===== src/rtl/mod_counter.sv =====
// Parametrised up/down modulo counter with enable prescaler, parallel load,
// synchronous clear, wrap-or-saturate boundary handling and boundary pulse.
module mod_counter #(
  parameter int unsigned     WIDTH    = 8,
  parameter longint unsigned MODULUS  = 256,
  parameter int unsigned     SATURATE = 0,
  parameter int unsigned     PRESCALE = 1
) (
  input  logic             clock,
  input  logic             reset,
  input  logic             enable,
  input  logic             up_down,
  input  logic             clear,
  input  logic             load,
  input  logic [WIDTH-1:0] load_value,
  output logic [WIDTH-1:0] counter_out,
  output logic             boundary,
  output logic             at_max,
  output logic             at_zero
);

  localparam int unsigned      PW      = (PRESCALE > 1) ? $clog2(PRESCALE) : 1;
  localparam logic [WIDTH-1:0] MAX_VAL = WIDTH'(MODULUS - 64'd1);
  localparam logic [PW-1:0]    PS_LAST = PW'(PRESCALE - 1);

  // Reject configurations the counter cannot represent.
  generate
    if (WIDTH < 2 || WIDTH > 32) begin : g_bad_width
      $error("mod_counter: WIDTH must be within 2..32");
    end
    if (MODULUS < 64'd2 || MODULUS > (64'd1 << WIDTH)) begin : g_bad_modulus
      $error("mod_counter: MODULUS must be within 2..2^WIDTH");
    end
    if (SATURATE > 1) begin : g_bad_saturate
      $error("mod_counter: SATURATE must be 0 or 1");
    end
    if (PRESCALE < 1) begin : g_bad_prescale
      $error("mod_counter: PRESCALE must be at least 1");
    end
  endgenerate

  logic [WIDTH-1:0] r_count;
  logic [PW-1:0]    r_pre;
  logic             r_boundary;

  logic             w_at_max;
  logic             w_at_zero;
  logic             w_step;
  logic             w_hit;
  logic [PW-1:0]    w_next_pre;
  logic [WIDTH-1:0] w_load_val;
  logic [WIDTH-1:0] w_step_count;

  // Next-state decode; a step at the boundary either wraps or holds.
  always_comb begin
    w_at_max     = (r_count == MAX_VAL);
    w_at_zero    = (r_count == '0);
    w_step       = enable && (r_pre == PS_LAST);
    w_next_pre   = (r_pre == PS_LAST) ? '0 : r_pre + PW'(1);
    w_load_val   = (load_value > MAX_VAL) ? MAX_VAL : load_value;
    w_hit        = 1'b0;
    w_step_count = r_count;
    if (up_down) begin
      if (w_at_max) begin
        w_hit        = 1'b1;
        w_step_count = (SATURATE != 0) ? r_count : '0;
      end else begin
        w_step_count = r_count + WIDTH'(1);
      end
    end else begin
      if (w_at_zero) begin
        w_hit        = 1'b1;
        w_step_count = (SATURATE != 0) ? r_count : MAX_VAL;
      end else begin
        w_step_count = r_count - WIDTH'(1);
      end
    end
  end

  // Priority: reset > clear > load > enabled prescale/step.
  always_ff @(posedge clock) begin
    if (reset || clear) begin
      r_count    <= '0;
      r_pre      <= '0;
      r_boundary <= 1'b0;
    end else if (load) begin
      r_count    <= w_load_val;
      r_pre      <= '0;
      r_boundary <= 1'b0;
    end else begin
      r_boundary <= w_step && w_hit;
      if (enable) begin
        r_pre <= w_next_pre;
      end
      if (w_step) begin
        r_count <= w_step_count;
      end
    end
  end

  always_comb begin
    counter_out = r_count;
    boundary    = r_boundary;
    at_max      = w_at_max;
    at_zero     = w_at_zero;
  end

endmodule


===== config.mk =====
export PLATFORM = sky130hd
export DESIGN_NAME = mod_counter
export DESIGN_NICKNAME = d
export VERILOG_FILES = /design/src/rtl/mod_counter.sv
export SDC_FILE = /design/constraint.sdc
export NUM_CORES = 1
export LEC_CHECK = 0
export BUFFER_PORTS_ARGS = -buffer_cell sky130_fd_sc_hd__clkbuf_2
export CAP_MARGIN = 20
export CORE_UTILIZATION = 30
export CTS_CLUSTER_DIAMETER = 50
export DETAILED_ROUTE_END_ITERATION = 8
export GPL_ROUTABILITY_DRIVEN = 0
export SYNTH_ARGS = -nofsm -noshare
export SYNTH_HDL_FRONTEND = slang
export SYNTH_SLANG_ARGS = --single-unit

===== constraint.sdc =====
create_clock -name clock -period 1.6 [get_ports clock]
set_input_delay 0.16 -clock clock [delete_from_list [all_inputs] [get_ports clock]]
set_output_delay 0.16 -clock clock [all_outputs]
set_load 0.05 [all_outputs]

Yosys cells after proc, flatten, opt, wreduce, memory -nomap -nowiden
Index checks and enable logic that the tools add are counted.
{ "classes": {"n_addsub": 3, "magnitude_cmp": 1, "eq_ne": 1, "mux": 10, "n_bitwise": 1, "reduce_logical": 6} }
{ "ops": {"columns": ["cell", "count"], "rows": [
  ["2-to-1 mux 8 bit", 6],
  ["adder 8 x 1 -> 8 bit, second input constant", 1],
  ["equality test 8 bit, second input constant", 1],
  ["> comparator 8 bit, second input constant", 1],
  ["zero test 8 bit", 1],
  ["subtractor 8 x 1 -> 8 bit, second input constant", 1],
  ["2-to-1 mux 1 bit", 4],
  ["logical AND 1 bit", 2],
  ["nonzero test 2 bit", 1],
  ["OR reduction 2 bit", 1],
  ["adder 1 bit, second input constant", 1],
  ["logical OR 1 bit", 1],
  ["NOT 1 bit", 1]
]} }
{ "totals": {"register_bits": 10, "wordCells": 25} }

Longest topological paths before layout
Gate-level depths: netlist of the first run.
{ "depth": {"ltp_word": 5, "mapped_depth": 7, "depth_no_buf": 7} }

Worst setup path before layout of the first run
OpenSTA, ideal clock, no wires.
{ "synth_timing": {"path_type": "flip-flop to flip-flop", "start": "register r_count[1] (netlist: counter_out[1])", "end": "register r_count[0] (netlist: counter_out[0])", "t_arrival_ns": 2.047, "required_time_ns": 1.473, "setup_slack_ns": -0.575, "path_stages_with_launch": 8, "path_buffers": 0, "synth_period_minus_slack_ns": 2.175, "path_cell_list": "dfxtp_1 ha_1 nand3_2 or3_1 inv_2 nand2_1 a21oi_1 nor3_1"} }
{ "synth_between": {"elab_chain_cells": 5} }
{ "synth_rtl": {"columns": ["element", "line", "rtl"], "rows": [
  ["from (decl)", "42", "logic [WIDTH-1:0] r_count;"],
  ["from (signal assigned)", "87", "r_count <= w_load_val;"],
  ["from (signal assigned)", "96", "r_count <= w_step_count;"],
  ["equality test 8 bit", "56", "w_at_max = (r_count == MAX_VAL);"],
  ["net at_max", "18", "output logic at_max,"],
  ["2-to-1 mux 8 bit", "64", "if (w_at_max) begin"],
  ["2-to-1 mux 8 bit", "63", "if (up_down) begin"],
  ["2-to-1 mux 8 bit", "95", "if (w_step) begin"],
  ["2-to-1 mux 8 bit", "86", "end else if (load) begin"]
]} }
The timed path passes the listed nets, and every way through them passes these cells. The select of a mux whose other input is x is not followed.
A chain may end at the register's enable or synchronous reset.

Final worst setup path of the first run
{ "layout_timing": {"start": "register r_count[1] (netlist: counter_out[1])", "end": "output port at_max"} }
{ "layout_between": {"elab_chain_cells": 1} }
{ "layout_rtl": {"columns": ["element", "line"], "rows": [
  ["equality test 8 bit", "56"],
  ["to (decl)", "18"]
]} }
Every way passes these cells.

==> impl_metrics.toml, run 1 <==
[grt]
overflow = 0
grt_pass1_wl_um = 4660
antenna_found_initial = 0
grt_usage_pct = 19.1
grt_pass1_vias = 1011
grt_max_degree = 17

[power_and_ir_drop]
power_density_nw_per_um2 = 619
ir_drop_mv = 0.382
p_leak_nw = 0.498

[critical_path]
crit_type = "flop to primary output"
reg2reg_to = "counter_out[6]"
cp-end-kind = "primary output"
reg2reg_slack_ns = -0.02
reg2reg_depth = 7
rr_startpoint = "counter_out[1]"
worstPathArrival_ns = 1.49
path_max_fanout = 4
setup.worst_path.start = "counter_out[1]"
worstPathRequired_ns = 1.44
cp-start-kind = "flop"

[drt]
vias = 1067
finalWirelength_um = 2940
antenna_left = 0
drtPass1Iterations = 4
via_per_inst = 5.83
wire_per_inst_um = 16.0
drc = 0
drt_iter0_markers = 60

[sta]
tightest_slew_ns = 0.485
fin_ws_ns = -0.0451
period_share_pct = 103
finalHoldViolCount = 0
relSlewSlack_pct = 67.3
rsz0062_at_grt = "true"
setup_viol = 3
layout_min_cycle_time_ns = 1.65
skew_ns = 0.00234
fmax_mhz = 608
report.final.slew_viol_count = 0

[outcome]
violations = "negative setup slack"
status = "finished with violations"

[worst_hold_path]
worstHoldStart = "load_value[4]"
min_path_type = "primary input to flop"
holdPathEnd = "counter_out[4]"
whs_path_depth = 3

[placed_design]
place_inst = 169
placement.io_buffers = 24
place_area_um2 = 1080
dp_hpwl_um = 1890

[cts]
htree_num_levels = 1
root_buffer = "clkbuf_4"
clock_latency_ns = 0.27
cts_inserted_buffers = 3
clockBufferDepth = 2
cts_tree = "yes"
clk_pin_slew_ns = 0.07
clkSinkCount = 9

[floorplanning]
die_w_um = 56.1
initial_core_util_pct = 31.8
core_area_um2 = 2760
io_pins = 25
die_h_um = 56.1
rows = 19
fp.dieArea_um2 = 3140

[finish]
synthToLayoutAreaGrowth_pct = 44.8
drive_gt1_share_pct = 48.7
diodes = 0
finalNonFillerCells = 183
fin_area_um2 = 1270
nNetsFinal = 170

[yosys]
synthesis.area_um2 = 877
yosys_warnings = 0
synth_seq_area_share_pct = 20.5
synth_cell_types = 45
synth.avg_cell_area_um2 = 7.56
syn_nets = 133
ys_ff_latch = 9
synthFlopType = "dfxtp_1"
synth_cells = 116
postSynth.asyncResetShare_pct = 0
synth-edff-count = 0

[run]
maxCapViolations = 0
-- stage by stage --
step | total power, mW | util, % | setup slack (ns) | TNS, ns | hold WS (ns)
global route | 0.823 | 46.1 | -0.0933 | -0.470 | 0.144
floorplan | 0.462 | - | -0.0314 | -0.0531 | 0.300
detailed placement | 0.531 | 39.1 | -0.0172 | -0.0172 | 0.393
CTS | 0.764 | 44.9 | -0.0777 | -0.114 | 0.121
global placement | 0.530 | 39.1 | 0.0254 | 0 | 0.391
finish | 0.787 | 46.1 | -0.0451 | -0.0967 | 0.122
-- flip-flops by register name, indices dropped and copies added, names as in the netlist --
register,cells
counter_out,8
boundary,1
-- power breakdown --
group	total (mW)	switching (mW)	leakage [nW]	internal, mW
clock network	0.196	0.0994	0.0150	0.0966
logic	0.328	0.182	0.404	0.145
registers	0.263	0.0326	0.0787	0.230
-- cells in the final DEF (no fill, tap or decap), types with 2 or more instances in the layout --
cell and n:
nand2_1 7, o31ai_1 2, a211oi_1 2, o21ai_1 2
clkbuf_2 22, a21oi_1 14, clkbuf_4 3, xnor2_1 6
a31oi_1 3, inv_1 3, dfxtp_2 2, nor3_1 4
nand4_1 2, ha_4 2, buf_4 17, dfxtp_4 6
nor2b_1 2, clkbuf_16 2, nand2b_1 3, inv_2 4
o21ai_0 2, nor3_2 2, nor2_1 6, nand3_1 6
-- Yosys cell counts (2+ instances only) --
cell type	instances	area [um2]
o31ai_1	2	15.0
nand2b_1	3	18.8
a21oi_1	15	75.1
nand3_1	6	30.0
nand2_1	7	26.3
xnor2_1	6	52.6
o21ai_1	2	10.0
a31oi_1	3	18.8
nor2_1	6	22.5
dfxtp_1	9	180
nand4_1	2	12.5
a211oi_1	2	15.0
ha_1	3	37.5
inv_2	3	11.3
buf_4	2	15.0
nor3_1	5	25.0
nor2b_1	2	12.5
o21ai_0	2	10.0
inv_1	5	18.8
clkbuf_1	4	15.0
buf_6	3	33.8
-- cell type report --
type                            instances  area, um2
Clock buffer                            4       26.3
Fill cell                             282       1490
Inverter                                8       37.5
Multi-Input combinational cell         89        663
Sequential cell                         9        205
Tap cell                               31       38.8
Timing Repair Buffer                   42        299
-- how the worst max path moves through the flow --
stage,endpoint,slack [ns],cells after the start
6_report,at_max,-0.05,5
3_3_place_gp,counter_out[6],0.03,7
2_1_floorplan,counter_out[6],-0.03,7
5_1_grt,at_zero,-0.09,6
4_1_cts,at_max,-0.08,5
3_5_place_dp,counter_out[6],-0.02,7
-- metal layers --
metal / global-route usage (%) / share of wire (%)
met1: 22.0 / 39
met2: 33.5 / 49
met3: 3.95 / 9.0
met4: 8.71 / 3.5
met5: 0 / 0
-- critical path: stages, from the launching register on --
cell	delay [ns]
dfxtp_4	0.38
ha_4	0.16
nand3_4	0.08
or3_4	0.38
inv_8	0.07
clkbuf_16	0.15
-- timing repair --
item	CTS	global route
endpoints found under the setup margin	3	9
resized for setup	12	4
hold buffers	0	0
pin swaps	5	3
buffers inserted	8	2
cloned	0	0
-- kinds of logic (layout without fill, tap and decap cells) --
logic type                 after synthesis  count (layout)  share of synthesized area (%)
and+or+nand+nor                         43              43                           30.0
AOI/OAI and AO/OA                       36              36                           27.0
buffers and inverters                   18              54                           11.1
DFF                                      9               9                           20.5
xor gates and xnor gates                 6               6                           5.99
adders and majority gates                3               3                           4.28
muxes                                    1               1                           1.14
(Power assumes the default switching activity.)
==> run 2, diff against run 1 <==
GPL_TIMING_DRIVEN = 0   (was default)
HOLD_SLACK_MARGIN = 0.02   (was default)
==> impl_metrics.toml, run 2 (same netlist as run 1, synthesis figures left out) <==
[outcome]
status = "finished with violations"
violations = "negative setup slack"

[power_and_ir_drop]
seqPwrFrac_pct = 32.3
ir_drop_mv = 0.482
pwr-share-clk_pct = 24.0
power_density_nw_per_um2 = 595
combPwrFrac_pct = 43.7
p_total_mw = 0.780
sw_frac_of_total_pct = 39.2
p_leak_nw = 0.493
internal_power_mw = 0.474
power_switching_mw = 0.306

[sta]
tightest_slew_ns = 0.521
layout_min_cycle_time_ns = 1.66
finalHoldViolCount = 0
period_share_pct = 104
report.final.slew_viol_count = 0
fin_ws_ns = -0.0581
setup_viol = 4
skew_ns = 0.00622
fmax_mhz = 603
holdWs_ns = 0.120
relSlewSlack_pct = 65.3
rsz0062_at_grt = "true"

[cts]
cts_inserted_buffers = 3
clk_pin_slew_ns = 0.07
htree_num_levels = 1
holdBufCountCts = 0
clockBufferDepth = 2
root_buffer = "clkbuf_4"
cts_tree = "yes"
clock_latency_ns = 0.27
clkSinkCount = 9

[finish]
largest_register_ffs = 8
nNetsFinal = 169
synthToLayoutAreaGrowth_pct = 49.5
utilization_pct = 47.5
final_common_cell = "clkbuf_2"
drive_gt1_share_pct = 49.0
finalNonFillerCells = 182
diodes = 0
final_cell_mix = "clkbuf_2, buf_4, a21oi_1"

[placed_design]
dp_hpwl_um = 1930
placement.io_buffers = 21
pre_cts_ws_ns = -0.167
place_inst = 168

[critical_path]
rr_startpoint = "counter_out[0]"
setup.worst_path.start = "counter_out[4]"
worstPathArrival_ns = 1.50
reg2reg_slack_ns = -0.05
cp_slowest_cell = "or3_4"
slowest_delay_ns = 0.42
cp-end-kind = "primary output"
path_max_fanout = 10
path_cells = "buf_8 > nand3_1 > or3_4 > inv_8 > clkbuf_16"
cp-start-kind = "flop"
crit_type = "flop to primary output"
reg2reg_depth = 7
worstPathRequired_ns = 1.44
reg2reg_to = "counter_out[6]"

[grt]
antenna_found_initial = 0
grt_pass1_vias = 956
grt_usage_pct = 19.1
grt_pass1_wl_um = 4700
overflow = 0
grt_max_degree = 11

[drt]
via_per_inst = 5.55
drt_iter0_markers = 35
finalWirelength_um = 2800
drc = 0
wire_per_inst_um = 15.4
drtPass1Iterations = 4
vias = 1010
antenna_left = 0

[worst_hold_path]
whs_path_depth = 3
min_path_type = "primary input to flop"
holdPathEnd = "counter_out[4]"
worstHoldStart = "load_value[4]"

[floorplanning]
die_w_um = 56.1
fp.dieArea_um2 = 3140
rows = 19
core_area_um2 = 2760
io_pins = 25
die_h_um = 56.1
initial_core_util_pct = 31.8

[run]
maxCapViolations = 0
==> run 2: worst max path at each step <==
stage,to,cells after the start
final,at_max,5
after global routing,at_max,5
after CTS,at_max,5
after detailed placement,counter_out[6],7
after global placement,counter_out[6],7
after floorplan,counter_out[6],7
==> run 2: what timing repair did <==
item	CTS	global route
pin swaps	8	8
gates cloned	0	0
endpoints found under the setup margin	8	9
gates resized for setup	12	16
buffers inserted	10	1
==> run 2: per-stage QoR <==
step / setup TNS, ns / cell area [um2]
2_1_floorplan: -0.0531 / 927
3_3_place_gp: -0.279 / 1070
3_5_place_dp: -0.393 / 1070
4_1_cts: -0.384 / 1240
5_1_grt: -0.757 / 1310
6_report: -0.125 / 1310
==> run 2: per-layer routing <==
layer,share of wire [%],routed length [um],track usage [%]
met3,5.4,150,4.19
met5,0,0,0
met1,43,1190,25.3
met2,51,1430,31.3
met4,1.0,29,5.23
==> run 2: layout make-up <==
cell class	instances	area (um2)
multi-input combinational	89	702
timing repair buffer	32	231
buffer	9	67.6
fill	274	1450
inverter	8	40.0
tap	31	38.8
clock buffer	4	26.3
sequential	9	205
==> run 2: worst max-delay path: cells and delay by family (launching register included) <==
family	cells	cell delay (ns)
buffers and inverters	3	0.35
DFF	1	0.36
and+or+nand+nor	2	0.50
==> run 2: power by group through the flow <==
stage                     Sequential (mW)  Clock, mW  Combinational [mW]
after floorplan                     0.286          0               0.176
after global placement              0.254          0               0.267
after global routing                0.254      0.203               0.368
after CTS                           0.247      0.192               0.320
after detailed placement            0.255          0               0.271
final                               0.252      0.187               0.341
